File: config.mk
export PLATFORM = sky130hd
export DESIGN_NAME = mul_share_arbiter_flat
export DESIGN_NICKNAME = d
export VERILOG_FILES = /design/src/rtl/mul_share_arbiter_if.sv /design/src/rtl/mul_share_arbiter.sv /design/src/flat_wrapper.sv
export SDC_FILE = /design/constraint.sdc
export NUM_CORES = 1
export LEC_CHECK = 0
export CAP_MARGIN = 20
export CORE_UTILIZATION = 39
export DETAILED_ROUTE_END_ITERATION = 7
export PLACE_DENSITY = 0.79
export RECOVER_POWER = 25
export REMOVE_ABC_BUFFERS = 1
export SYNTH_ARGS = -nofsm -noshare
export SYNTH_HDL_FRONTEND = slang
export SYNTH_SLANG_ARGS = --single-unit
File: constraint.sdc
create_clock -name clk -period 2.1 [get_ports clk]
set_clock_uncertainty 0.05 [all_clocks]
set_input_delay 0.42 -clock clk [delete_from_list [all_inputs] [get_ports clk]]
set_output_delay 0.42 -clock clk [all_outputs]
set_load 0.05 [all_outputs]
File: src/rtl/mul_share_arbiter_if.sv
// ============================================================================
// Module   : mul_share_arbiter_if
// Purpose  : Requester operand channels and tagged result channel of the arbiter.
// Revision : 1.0
// ============================================================================
`default_nettype none

interface mul_share_arbiter_if #(
  parameter int N_REQ = 4,
  parameter int ID_W  = $clog2(N_REQ)
);
  logic [N_REQ-1:0]   req_valid;
  logic [4*N_REQ-1:0] req_a;
  logic [4*N_REQ-1:0] req_b;
  logic [N_REQ-1:0]   req_ready;
  logic               resp_valid;
  logic [ID_W-1:0]    resp_id;
  logic [7:0]         resp_product;
  logic               resp_ready;

  modport master (
    output req_valid, req_a, req_b, resp_ready,
    input  req_ready, resp_valid, resp_id, resp_product
  );

  modport slave (
    input  req_valid, req_a, req_b, resp_ready,
    output req_ready, resp_valid, resp_id, resp_product
  );
endinterface

`default_nettype wire

File: src/rtl/mul_share_arbiter.sv
// ============================================================================
// Module   : mul_share_arbiter
// Purpose  : Round-robin time-sharing of one external 4x4 multiplier.
// Revision : 1.0
// ============================================================================
`default_nettype none

module mul_share_arbiter #(
  parameter int N_REQ = 4,
  parameter int ID_W  = $clog2(N_REQ)
) (
  input  logic                clk,
  input  logic                rst,
  mul_share_arbiter_if.slave  bus,
  output logic [3:0]          mul_a,
  output logic [3:0]          mul_b,
  input  logic [7:0]          mul_product
);

  typedef enum logic [1:0] {
    S_IDLE = 2'd0,
    S_CALC = 2'd1,
    S_RESP = 2'd2
  } state_t;

  state_t           r_state;
  logic [ID_W-1:0]  r_rr_ptr;
  logic [ID_W-1:0]  r_id;
  logic [ID_W-1:0]  r_resp_id;
  logic [7:0]       r_resp_product;
  logic             r_resp_valid;
  logic [3:0]       r_mul_a;
  logic [3:0]       r_mul_b;

  logic             w_found;
  logic [ID_W-1:0]  w_grant;
  logic [ID_W-1:0]  w_cand;
  logic [ID_W:0]    w_sum;
  logic [N_REQ-1:0] w_ready;
  logic [ID_W-1:0]  w_next_ptr;

  // First valid requester scanning upward from r_rr_ptr, wrapping at N_REQ.
  always_comb begin
    w_found = 1'b0;
    w_grant = '0;
    w_sum   = '0;
    w_cand  = '0;
    for (int k = 0; k < N_REQ; k++) begin
      w_sum = {1'b0, r_rr_ptr} + (ID_W+1)'(k);
      if (w_sum >= (ID_W+1)'(N_REQ)) begin
        w_sum = w_sum - (ID_W+1)'(N_REQ);
      end
      w_cand = w_sum[ID_W-1:0];
      if (!w_found && bus.req_valid[w_cand]) begin
        w_found = 1'b1;
        w_grant = w_cand;
      end
    end
  end

  // Gated by rst so the accept drops the moment reset is applied.
  always_comb begin
    w_ready = '0;
    if (r_state == S_IDLE && !rst && w_found) begin
      w_ready[w_grant] = 1'b1;
    end
  end

  assign w_next_ptr = (r_resp_id == ID_W'(N_REQ-1)) ? '0 : r_resp_id + 1'b1;

  always_ff @(posedge clk or posedge rst) begin
    if (rst) begin
      r_state        <= S_IDLE;
      r_rr_ptr       <= '0;
      r_id           <= '0;
      r_resp_id      <= '0;
      r_resp_product <= '0;
      r_resp_valid   <= 1'b0;
      r_mul_a        <= '0;
      r_mul_b        <= '0;
    end else begin
      case (r_state)
        S_IDLE: begin
          if (w_found) begin
            r_mul_a <= bus.req_a[{w_grant, 2'b00} +: 4];
            r_mul_b <= bus.req_b[{w_grant, 2'b00} +: 4];
            r_id    <= w_grant;
            r_state <= S_CALC;
          end
        end
        S_CALC: begin
          r_resp_product <= mul_product;
          r_resp_id      <= r_id;
          r_resp_valid   <= 1'b1;
          r_state        <= S_RESP;
        end
        S_RESP: begin
          if (bus.resp_ready) begin
            r_resp_valid <= 1'b0;
            r_rr_ptr     <= w_next_ptr;
            r_state      <= S_IDLE;
          end
        end
        default: begin
          r_resp_valid <= 1'b0;
          r_state      <= S_IDLE;
        end
      endcase
    end
  end

  assign bus.req_ready    = w_ready;
  assign bus.resp_valid   = r_resp_valid;
  assign bus.resp_id      = r_resp_id;
  assign bus.resp_product = r_resp_product;
  assign mul_a            = r_mul_a;
  assign mul_b            = r_mul_b;

endmodule

`default_nettype wire

File: src/flat_wrapper.sv
// flat-port wrapper written by rule: the top's interface ports become plain ports
module mul_share_arbiter_flat 
#(
  parameter int N_REQ = 4,
  parameter int ID_W  = $clog2(N_REQ)
)
  (clk, rst, mul_a, mul_b, mul_product, bus_req_valid, bus_req_a, bus_req_b, bus_resp_ready, bus_req_ready, bus_resp_valid, bus_resp_id, bus_resp_product);
  mul_share_arbiter_if #(.N_REQ(N_REQ), .ID_W(ID_W)) bus_i ();
  input  logic clk;
  input  logic rst;
  output logic [3:0] mul_a;
  output logic [3:0] mul_b;
  input  logic [7:0] mul_product;
  input wire logic [$bits(bus_i.req_valid)-1:0] bus_req_valid;
  input wire logic [$bits(bus_i.req_a)-1:0] bus_req_a;
  input wire logic [$bits(bus_i.req_b)-1:0] bus_req_b;
  input wire logic [$bits(bus_i.resp_ready)-1:0] bus_resp_ready;
  output wire logic [$bits(bus_i.req_ready)-1:0] bus_req_ready;
  output wire logic [$bits(bus_i.resp_valid)-1:0] bus_resp_valid;
  output wire logic [$bits(bus_i.resp_id)-1:0] bus_resp_id;
  output wire logic [$bits(bus_i.resp_product)-1:0] bus_resp_product;
  assign bus_i.req_valid = bus_req_valid;
  assign bus_i.req_a = bus_req_a;
  assign bus_i.req_b = bus_req_b;
  assign bus_i.resp_ready = bus_resp_ready;
  assign bus_req_ready = bus_i.req_ready;
  assign bus_resp_valid = bus_i.resp_valid;
  assign bus_resp_id = bus_i.resp_id;
  assign bus_resp_product = bus_i.resp_product;
  mul_share_arbiter #(.N_REQ(N_REQ), .ID_W(ID_W)) u_core (.clk(clk), .rst(rst), .bus(bus_i), .mul_a(mul_a), .mul_b(mul_b), .mul_product(mul_product));
endmodule
## Yosys cells after proc, flatten, opt, wreduce, memory -nomap -nowiden

Index checks and enable logic that the tools add are counted.

| word-level totals | value |
|---|---|
| bits in registers | 25 |
| bits in latches | 0 |
| bits in writable memories | 0 |
| memory bits (read-only) | 0 |
| output and inout port bits | 23 |
| logic and storage cells | 78 |
| memories | 0 |

| operators by class | value |
|---|---|
| $add $sub $neg | 8 |
| $mul | 0 |
| divide/modulo/power cells | 0 |
| magnitude comparators | 10 |
| equality and inequality tests | 5 |
| shift-type cells | 2 |
| multiplexer cells | 29 |
| bitwise logic cells | 1 |
| reduce and logical (&&, ||, !) cells | 15 |

Operators with widths:

| kind | number |
|---|---|
| $shiftx 16x5->4 | 2 |
| $mux 2 | 11 |
| $lt 2x3->1 const B | 5 |
| $mux 1 | 10 |
| $ge 3x3->1 const B | 3 |
| $bmux 1 s2 | 4 |
| $reduce_and 2->1 | 4 |
| $sub 2x1->2 const B | 4 |
| $add 2x2->3 const B | 2 |
| $logic_and 1x1->1 | 6 |
| $pmux 2 s3 | 1 |
| $eq 2x2->1 const B | 2 |
| $logic_not 1->1 | 4 |
| $mux 4 | 1 |
| $add 2x1->3 const B | 1 |
| $ge 2x3->1 const B | 1 |
| $pmux 1 s3 | 1 |
| $add 2x1->2 const B | 1 |
| $demux 1 s2 | 1 |
| $eq 2x1->1 const B | 1 |
| $ge 2x1->1 const B | 1 |
| $logic_not 2->1 | 1 |
| $ne 2x1->1 const B | 1 |
| $ne 2x2->1 const B | 1 |
| $not 1->1 | 1 |

## Longest topological paths before layout

| logic depth | value |
|---|---|
| depth after elaboration | 19 |
| mapped depth | 7 |
| mapped depth without buffers | 5 |

## Least setup slack after synthesis

OpenSTA, ideal clock, no wires.

| path | value |
|---|---|
| path kind | flip-flop to output port |
| start | reg u_core.r_rr_ptr[1] |
| end | out bus_req_ready[3] |
| arrival time | 2.615 ns |
| setup slack | -0.985 ns |
| cell stages (with the launch flop) | 7 |
| cells stage by stage | dfrtp_1 -> mux2i_1 -> or2_1 -> nand3_2 -> buf_8 -> buf_12 -> nor4_1 |

| between the ends | value |
|---|---|
| word-level cells in the longest chain between the ends | 19 |

RTL lines:

| what | RTL line | RTL |
|---|---|---|
| start: declaration | mul_share_arbiter.sv:27 | `logic [ID_W-1:0] r_rr_ptr;` |
| start signal: assignment | mul_share_arbiter.sv:100 | `r_rr_ptr <= w_next_ptr;` |
| branches (longest 18 deep; another with $add 2x1->3) | -- |  |
| $mux 4 (*) | mul_share_arbiter.sv:64 | `if (r_state == S_IDLE && !rst && w_found) begin` |
| end: declaration | flat_wrapper.sv:18 | `output wire logic [$bits(bus_i.req_ready)-1:0] bus_req_ready;` |

Mark *: on every way between the ends. The select of a mux whose other input is x is not followed.

## Final worst setup path

| path | value |
|---|---|
| start | reg u_core.r_rr_ptr[1] |
| end | out bus_req_ready[2] |

Same word-level chain as after synthesis.

==> impl_metrics.json <==
{
  "gp_congestion": 0.8439,
  "rows": 20,
  "path_cells": "mux2i_1 > or2_1 > and3_4 > nor4_4 > buf_4 > buf_12",
  "syn_to_final_growth_pct": 78.45,
  "fillers": 234,
  "top_usage_layer": "met2",
  "final_cell_mix": "clkdlybuf4s50_1, buf_4, dfrtp_1",
  "hp-class": "reg -> reg",
  "cap_violations": 0,
  "power_frac_seq_pct": 24.7,
  "ys_seq_area_share_pct": 46.64,
  "fin_cells": 266,
  "hold_buffers": 0,
  "combPwrFrac_pct": 68.7,
  "crit_path_end_kind": "output port",
  "cp_slowest_cell": "dfrtp_1",
  "initial_core_util_pct": 42.54,
  "io_buffers": 69,
  "post-dp-hpwl_mm": 2.927,
  "slew_violations": 0,
  "synth.avg_cell_area_um2": 10.73,
  "r2r_slack_ns": 0.18,
  "dieWidth_um": 60.65,
  "drtPass1Iterations": 4,
  "synthCells": 125,
  "ant_nets": 0,
  "drt_iter0_markers": 64,
  "layout.nets": 271,
  "placedCellCount": 253,
  "grt_pass1_vias": 1389,
  "clkSinkCount": 25,
  "grtUsageTotal_pct": 23.01,
  "syn-cell-area_um2": 1341,
  "use_met3_pct": 2.772,
  "p_clk_share_pct": 6.6,
  "power.density_nw_per_um2": 1500,
  "grt_max_degree": 20,
  "met1_usage_pct": 27.53,
  "violations": "negative setup slack",
  "fmax_mhz": 417.4,
  "worstPathMaxFanout": 4,
  "wl_per_cell_um": 15.88,
  "worst_slack_ns": -0.2955,
  "num_vias": 1369,
  "clk_path_buf_depth": 2,
  "mostFrequentLayoutCell": "clkdlybuf4s50_1",
  "setup_violations": 4,
  "tritoncts": "yes",
  "utilization_pct": 75.91,
  "rsz0062_at_grt": "yes",
  "core_area_um2": 3153,
  "ir_drop_uv": 820.0,
  "drc": 0,
  "p_sw_mw": 1.711,
  "grt_overflow": 0,
  "insertion_delay_ns": 0.33,
  "viasPerCell": 5.147,
  "ys_seq_elements": 25,
  "grt_antenna_before_repair": 0,
  "relSlewSlack_pct": 56.64,
  "min_period_over_period_pct": 114.1,
  "die-area_um2": 3678,
  "crit_path_start_kind": "flop",
  "drt-total-wl_mm": 4.223,
  "tightestPinTransition_ns": 0.6503,
  "ys_warn_count": 0,
  "fin_crit_ns": 2.396,
  "p_int_mw": 1.879,
  "final_layout_size_suffix_gt1_share_pct": 27.93,
  "hold_violations": 0,
  "gr-usage-met2_pct": 39.87,
  "clkTransAtPathRegs_ns": 0.15,
  "switching_share_pct": 47.66,
  "cp.arrival_ns": 1.93,
  "die_height_um": 60.65,
  "power.leakage_nw": 1.035,
  "htreeDepth": 1,
  "status": "finished, violations left",
  "diodes": 0,
  "io_pins": 70,
  "grt_first_pass_wirelength_mm": 6.210,
  "required_ns": 1.63,
  "root_buffer": "clkbuf_4",
  "numCtsBuffers": 3,
  "worstSetupPathType": "reg -> out",
  "max_stage_delay_ns": 0.45,
  "ys_types": 30
}
## synthesized netlist by cell type (all sizes together)
cell    count  share of area [%]
nor4        3                1.4
buf         4                3.5
dfrtp      25                 47
mux2i       9                6.7
a211oi     16                9.3
o31ai       1               0.56
and3        1               0.56
mux2       12                 10
ha          1               0.93
nor2b       2               0.93
or2         2               0.93
nand3       1               0.75
nor2       11                3.3
inv         3               0.84
nor3       11                4.1
nand2b      2               0.93
a21oi       2               0.75
nand2      10                2.8
o21ai       2                1.0
a311oi      1               0.65
nand3b      2                1.1
o21a        1               0.56
a21o        3                1.7
## state kept, by name, summed over array words and instances (netlist names)
signal                   count
u_core.mul_b                 4
u_core.r_state               2
u_core.mul_a                 4
u_core.bus.resp_valid        1
u_core.r_rr_ptr              2
u_core.bus.resp_id           2
u_core.bus.resp_product      8
u_core.r_id                  2
## power groups by stage
| stage | logic, mW | registers [mW] | clock network (mW) |
|---|---|---|---|
| finish | 2.47 | 0.888 | 0.236 |
| floorplan | 0.730 | 1.52 | 0 |
| global placement | 2.21 | 0.882 | 0 |
| global route | 2.60 | 0.915 | 0.257 |
| detailed placement | 2.25 | 0.895 | 0 |
| CTS | 2.35 | 0.885 | 0.245 |
## per-layer routing
layer  wire [um]  share of wire (%)
met1        1771                 42
met2        2185                 52
met3         142                3.4
met4         123                2.9
met5           0                  0
## repair_timing
| item | 4_1_cts | 5_1_grt |
|---|---|---|
| setup endpoints to repair | 4 | 5 |
| pin swaps | 7 | 2 |
| endpoints found under the hold margin | 0 | 0 |
| buffers inserted | 4 | 5 |
| resized for setup | 15 | 4 |
## kinds of logic after synthesis
kind of cell | after synthesis | synth area share (%)
buffers and inverters | 7 | 4.291
AOI/OAI and AO/OA | 26 | 14.55
and+or+nand+nor | 45 | 16.79
adders and majority gates | 1 | 0.9327
muxes | 21 | 16.79
DFF | 25 | 46.64
## worst paths after layout
| kind | from | cells after the start | endpoint |
|---|---|---|---|
| setup / recovery | u_core.r_rr_ptr[1]$_DFFE_PP0P_ | 6 | bus_req_ready[2] |
| hold / removal | u_core.r_id[1]$_DFFE_PP0P_ | 1 | u_core.r_id[1]$_DFFE_PP0P_ |
| setup reg to reg | u_core.r_rr_ptr[1]$_DFFE_PP0P_ | 7 | u_core.mul_a[1]$_DFFE_PP0P_ |
| hold reg to reg | u_core.r_id[1]$_DFFE_PP0P_ | 1 | u_core.r_id[1]$_DFFE_PP0P_ |
| max in group asynchronous | rst | 3 | u_core.bus.resp_product[0]$_DFFE_PP0P_ |
| min in group asynchronous | rst | 2 | u_core.mul_a[0]$_DFFE_PP0P_ |
## metrics by stage
| step | worst slack, ns | setup TNS [ns] | hold slack [ns] | instance area, um^2 | total power, mW |
|---|---|---|---|---|---|
| floorplan | -1.326 | -4.482 | 0.3941 | 1295 | 2.252 |
| global placement | -0.3831 | -3.153 | 0.4136 | 2223 | 3.094 |
| detailed placement | -0.4153 | -3.648 | 0.4115 | 2223 | 3.145 |
| CTS | -0.1902 | -0.6783 | 0.4339 | 2332 | 3.485 |
| global route | -0.3303 | -1.249 | 0.4535 | 2394 | 3.770 |
| finish | -0.2955 | -0.9783 | 0.4423 | 2394 | 3.590 |
## cell type report
type / instances / area, um^2 / share of cell area, %
clock inverter: 1 / 7.507 / 0.3136
clock buffer: 3 / 22.52 / 0.9409
inverter: 3 / 11.26 / 0.4705
sequential: 25 / 625.6 / 26.14
tap: 44 / 55.05 / 2.300
multi-input combinational: 93 / 732.0 / 30.58
timing repair buffer: 97 / 939.7 / 39.26
## worst max-delay path, delay by kind of cell (launching register included)
kind / cells / cell delay, ns
AND/OR/NAND/NOR: 3 / 0.66
flip-flops: 1 / 0.45
buffers and inverters: 2 / 0.32
multiplexers: 1 / 0.16
No activity file was read; power rests on OpenSTA's default activity.
==> RTL change 1, RTL diff (same flow settings) <==
`N_REQ` is set to 4 in 3 places; all go to 8.
--- a/src/rtl/mul_share_arbiter_if.sv
+++ b/src/rtl/mul_share_arbiter_if.sv
@@ -6,7 +6,7 @@
 `default_nettype none
 
 interface mul_share_arbiter_if #(
-  parameter int N_REQ = 4,
+  parameter int N_REQ = 8,
   parameter int ID_W  = $clog2(N_REQ)
 );
   logic [N_REQ-1:0]   req_valid;
--- a/src/rtl/mul_share_arbiter.sv
+++ b/src/rtl/mul_share_arbiter.sv
@@ -6,7 +6,7 @@
 `default_nettype none
 
 module mul_share_arbiter #(
-  parameter int N_REQ = 4,
+  parameter int N_REQ = 8,
   parameter int ID_W  = $clog2(N_REQ)
 ) (
   input  logic                clk,
--- a/src/flat_wrapper.sv
+++ b/src/flat_wrapper.sv
@@ -1,7 +1,7 @@
 // flat-port wrapper written by rule: the top's interface ports become plain ports
 module mul_share_arbiter_flat 
 #(
-  parameter int N_REQ = 4,
+  parameter int N_REQ = 8,
   parameter int ID_W  = $clog2(N_REQ)
 )
   (clk, rst, mul_a, mul_b, mul_product, bus_req_valid, bus_req_a, bus_req_b, bus_resp_ready, bus_req_ready, bus_resp_valid, bus_resp_id, bus_resp_product);
Ports: changed (5 resized); port bits go from 70 to 111. The function was not compared with the original's and may differ.
==> RTL change 1 against the original RTL <==
  * Register-to-register slack lost 1900 ps
  * Critical path type unchanged
  * Sequential cell count increased by 3
  * Area after synthesis up 100%
  * Sequential share of layout area is 12 points lower
  * The flow finishes with violations (DRC, setup timing)
  * Wire length increased to 2.6 times the old value
  * Synthesized cell count rose by 110%
  * Final cell count is 97% higher
  * Final area grew 110%
  * Worst setup slack got worse by 1500 ps
Power is not shown: default switching activity piles up to over one toggle a cycle in this logic, so the estimate is an artifact.
==> RTL change 1: results (changes against the original RTL) <==
| Metric | Value |
|---|---|
| Slew HR | `53.0% (-3.6 points)` |
| Post-layout nets | `532 (+96%)` |
| Synth top cells by count | `mux2i_1, dfrtp_1, nand2_1` |
| Drt initial violations | `285 (+350%)` |
| Global Route Usage Sum | `27.8% (+4.8 points)` |
| Critical path arrival | `3390 ps (+1460 ps)` |
| Sequential share of the synthesized area | `25.8% (-21 points)` |
| Synth unique cells | `52 (+73%)` |
| Critical path peak fanout | `5 (+1)` |
| CP delay by family, top | `compound AO/OA/AOI/OAI gates` |
| CP max stage delay | `400 ps (-50 ps)` |
| Number of detailed-route iterations in the first pass | `7 (+3)` |
| Status | `finished with violations` |
| RD Place Congestion | `0.942 (+12%)` |
| Port Buffers | `110 (+59%)` |
| Setup ws final | `-1760 ps (-1470 ps)` |
| Clk_lat worst skew | `280 ps (-50 ps)` |
| Largest cells by area after synthesis | `dfrtp_1, mux2i_1, mux4_2` |
| # setup viols final | `20 (+16)` |
| Clk pin slew, worst setup/hold paths | `100 ps (-50 ps)` |
| Failing checks | `DRC, setup timing` |
| Per-cell routed wire length | `20.7 µm (+30%)` |
| Total Neg Setup Slack | `-30,450 ps (-29,480 ps)` |
| Clock root buffer | `clkbuf_8` |
| Filler Cell Count | `412 (+76%)` |
| DRC violations left | `1 (+1)` |
==> RTL change 1: kinds of logic (layout without fill, tap and decap cells) <==
group	after synthesis	in the layout	synth area share, %
other cells	0	1	0
flops	28	28	25.8
buf+inv	27	212	5.62
mux	79	79	37.0
simple gates	63	63	11.8
fa+ha+maj	4	4	1.84
xor+xnor	4	4	1.57
compound gates	54	54	16.4
==> RTL change 1: per-stage QoR <==
stage	hold slack, ps	cells	area [µm²]
4_1_cts	440	506	4740
6_report	433	525	5010
5_1_grt	455	525	5010
3_3_place_gp	411	489	4290
3_5_place_dp	418	489	4290
2_1_floorplan	394	240	2590
==> RTL change 1: worst paths after layout <==
path / from / to / slack [ps] / cells past startpoint
max: u_core.r_rr_ptr[1] / bus_req_ready[4] / -1760 / 15
min: u_core.r_id[1] / u_core.r_id[1] / 430 / 2
max reg2reg: u_core.r_rr_ptr[1] / u_core.mul_a[0] / -1690 / 17
min reg2reg: u_core.r_id[1] / u_core.r_id[1] / 430 / 2
max in group asynchronous: rst / u_core.r_id[1] / 720 / 3
min in group asynchronous: rst / u_core.mul_b[0] / 820 / 3
==> RTL change 1: area by class of cell <==
class / count / area, µm² / area share (%)
Sequential cell: 28 / 701 / 14.0
Antenna cell: 1 / 2.50 / 0.0499
Clock inverter: 1 / 30.0 / 0.599
Inverter: 8 / 30.0 / 0.599
Clock buffer: 3 / 41.3 / 0.824
Multi-Input combinational cell: 204 / 2130 / 42.5
Timing Repair Buffer: 200 / 1980 / 39.5
Tap cell: 80 / 100 / 2.00
==> RTL change 1: worst min-delay path, cell delays in order (launching register included) <==
cell     delay (ps)
dfrtp_1         350
nand2_1          60
o21ai_2          50
==> RTL change 1: timing repair <==
item / in CTS / in global routing
setup buffers: 13 / 17
hold buffers: 0 / 0
pin swaps: 16 / 17
gates cloned: 1 / 1
setup endpoints to repair: 20 / 20
gates resized for setup: 63 / 29
endpoints found under the hold margin: 0 / 0
==> RTL change 1: metal layers <==
layer	wire [µm]	track usage [%]	up-vias
met5	0	0	-
met4	541	11.7	0
met3	959	6.23	51
met2	5380	49.4	216
met1	3970	32.2	1525
li1	-	-	1379
==> RTL change 2, RTL diff (config.mk and constraints unchanged) <==
Made on the original files. Reset style: synchronous (`rst`), changed in one clocked block.
--- a/src/rtl/mul_share_arbiter.sv
+++ b/src/rtl/mul_share_arbiter.sv
@@ -68,7 +68,7 @@
 
   assign w_next_ptr = (r_resp_id == ID_W'(N_REQ-1)) ? '0 : r_resp_id + 1'b1;
 
-  always_ff @(posedge clk or posedge rst) begin
+  always_ff @(posedge clk) begin
     if (rst) begin
       r_state        <= S_IDLE;
       r_rr_ptr       <= '0;
Check against the original RTL: differs if rst is asserted again (counterexample within 4 cycles, from zero or initial values and one cycle with rst high); with rst held inactive, the same outputs for 10 cycles.
==> RTL change 2 against the original RTL <==
  * Highest routed layer unchanged
  * Area after synthesis down 11%
  * Worst setup slack better by 310 ps
  * Sequential cell count unchanged
  * Count of clock-buffer cells in the layout unchanged
  * Sequential share of layout area down 2.9 points
  * Final area down 9.2%
  * Wire length down 11%
  * Non-clock buffer count down 12
  * Die area down 10%
  * The flow finishes with violations (DRC)
  * Core utilization up 0.91 points
Power is not compared: it rests on default switching activity, and its combinational part moved more than twofold at a synthesized area within 25%.
==> RTL change 2: results (changes against the original RTL) <==
| Metric | Value |
|---|---|
| Status | `finished with violations` |
| Failing checks | `DRC` |
| Critical path arrival | `1620 ps (-310 ps)` |
| Largest cells by area after synthesis | `dfxtp_1, mux2i_1, nand2_1` |
| Tightest Pin Transition | `687 ps (+37.1 ps)` |
| M2 GR Usage | `42.4% (+2.5 points)` |
| Global Route Usage Sum | `22.3% (-0.70 points)` |
| First-pass GRT wire length | `5690 µm (-8.3%)` |
| Placed Area | `2020 µm² (-9.2%)` |
| Synth top cells by count | `nand2_1, dfxtp_1, mux2i_1` |
| WL met2 | `2050 µm (-6.2%)` |
| Setup ws final | `9.48 ps (+305 ps)` |
| Pint | `841 µW` |
| Synth async-reset ratio | `0% (-100 points)` |
| Post-detail-place hpwl | `2840 µm (-2.9%)` |
| Worst path slowest cell | `dfxtp_4` |
| Hold EP | `u_core.bus.resp_id[1]` |
| R2R setup slack | `400 ps (+220 ps)` |
| Layout cells sized above 1 | `21.8% (-6.2 points)` |
| RD Place Congestion | `0.726 (-14%)` |
| Number of detailed-route iterations in the first pass | `6 (+2)` |
| Final wirelength | `3740 µm (-11%)` |
| Drt initial violations | `29 (-55%)` |
| Hold slack | `421 ps (-21.7 ps)` |
| Critical Path Sink | `bus_req_ready[0]` |
| Area leader, netlist | `dfxtp_1` |
| Vias per inst | `5.28 (+2.5%)` |
| Met1 Use GR | `25.2% (-2.3 points)` |
| Dpl cells | `240 (-5.1%)` |
| Largest net degree at the start of global routing | `18 (-10%)` |
| M3 GR Usage | `3.40% (+0.63 points)` |
| DRC violations left | `1 (+1)` |
| Synth Instances | `135 (+8.0%)` |
| Fin cells | `247 (-7.1%)` |
| Hold Path Cell Cnt | `2 (+1)` |
| Post-layout nets | `265 (-2.2%)` |
| Vias in the first global route | `1,313 (-5.5%)` |
| Min-delay src | `u_core.r_id[1]` |
| Met1 Wirelength | `1470 µm (-17%)` |
| Worst R2R Start | `u_core.r_rr_ptr[0]` |
| CP max stage delay | `390 ps (-60 ps)` |
| Filler Cell Count | `194 (-17%)` |
-- RTL change 2: cell type report --
type,instances,area [µm²],share of cell area [%]
Clock inverter,1,5.00,0.230
Tap cell,31,38.8,1.78
Clock buffer,3,22.5,1.04
Timing Repair Buffer,85,838,38.6
Sequential cell,25,505,23.3
Multi-Input combinational cell,101,757,34.8
Inverter,1,6.26,0.288
-- RTL change 2: what timing repair did --
| action | CTS | global route |
|---|---|---|
| hold endpoints to repair | 0 | 0 |
| pin swaps | 7 | 4 |
| endpoints found under the setup margin | 4 | 4 |
| resized for setup | 34 | 7 |
| setup buffers | 0 | 3 |
-- RTL change 2: worst reg2reg max path: cells and delay by family, from the launching register on --
kind            cells  cell delay (ps)
buf+inv             1              270
compound gates      2              360
mux                 1              240
simple gates        2              280
flops               1              390
-- RTL change 2: logic make-up after synthesis --
group           share of synthesized area [%]
flops                                    41.7
mux                                      15.0
compound gates                           17.1
buf+inv                                  4.27
fa+ha+maj                                1.04
simple gates                             20.9
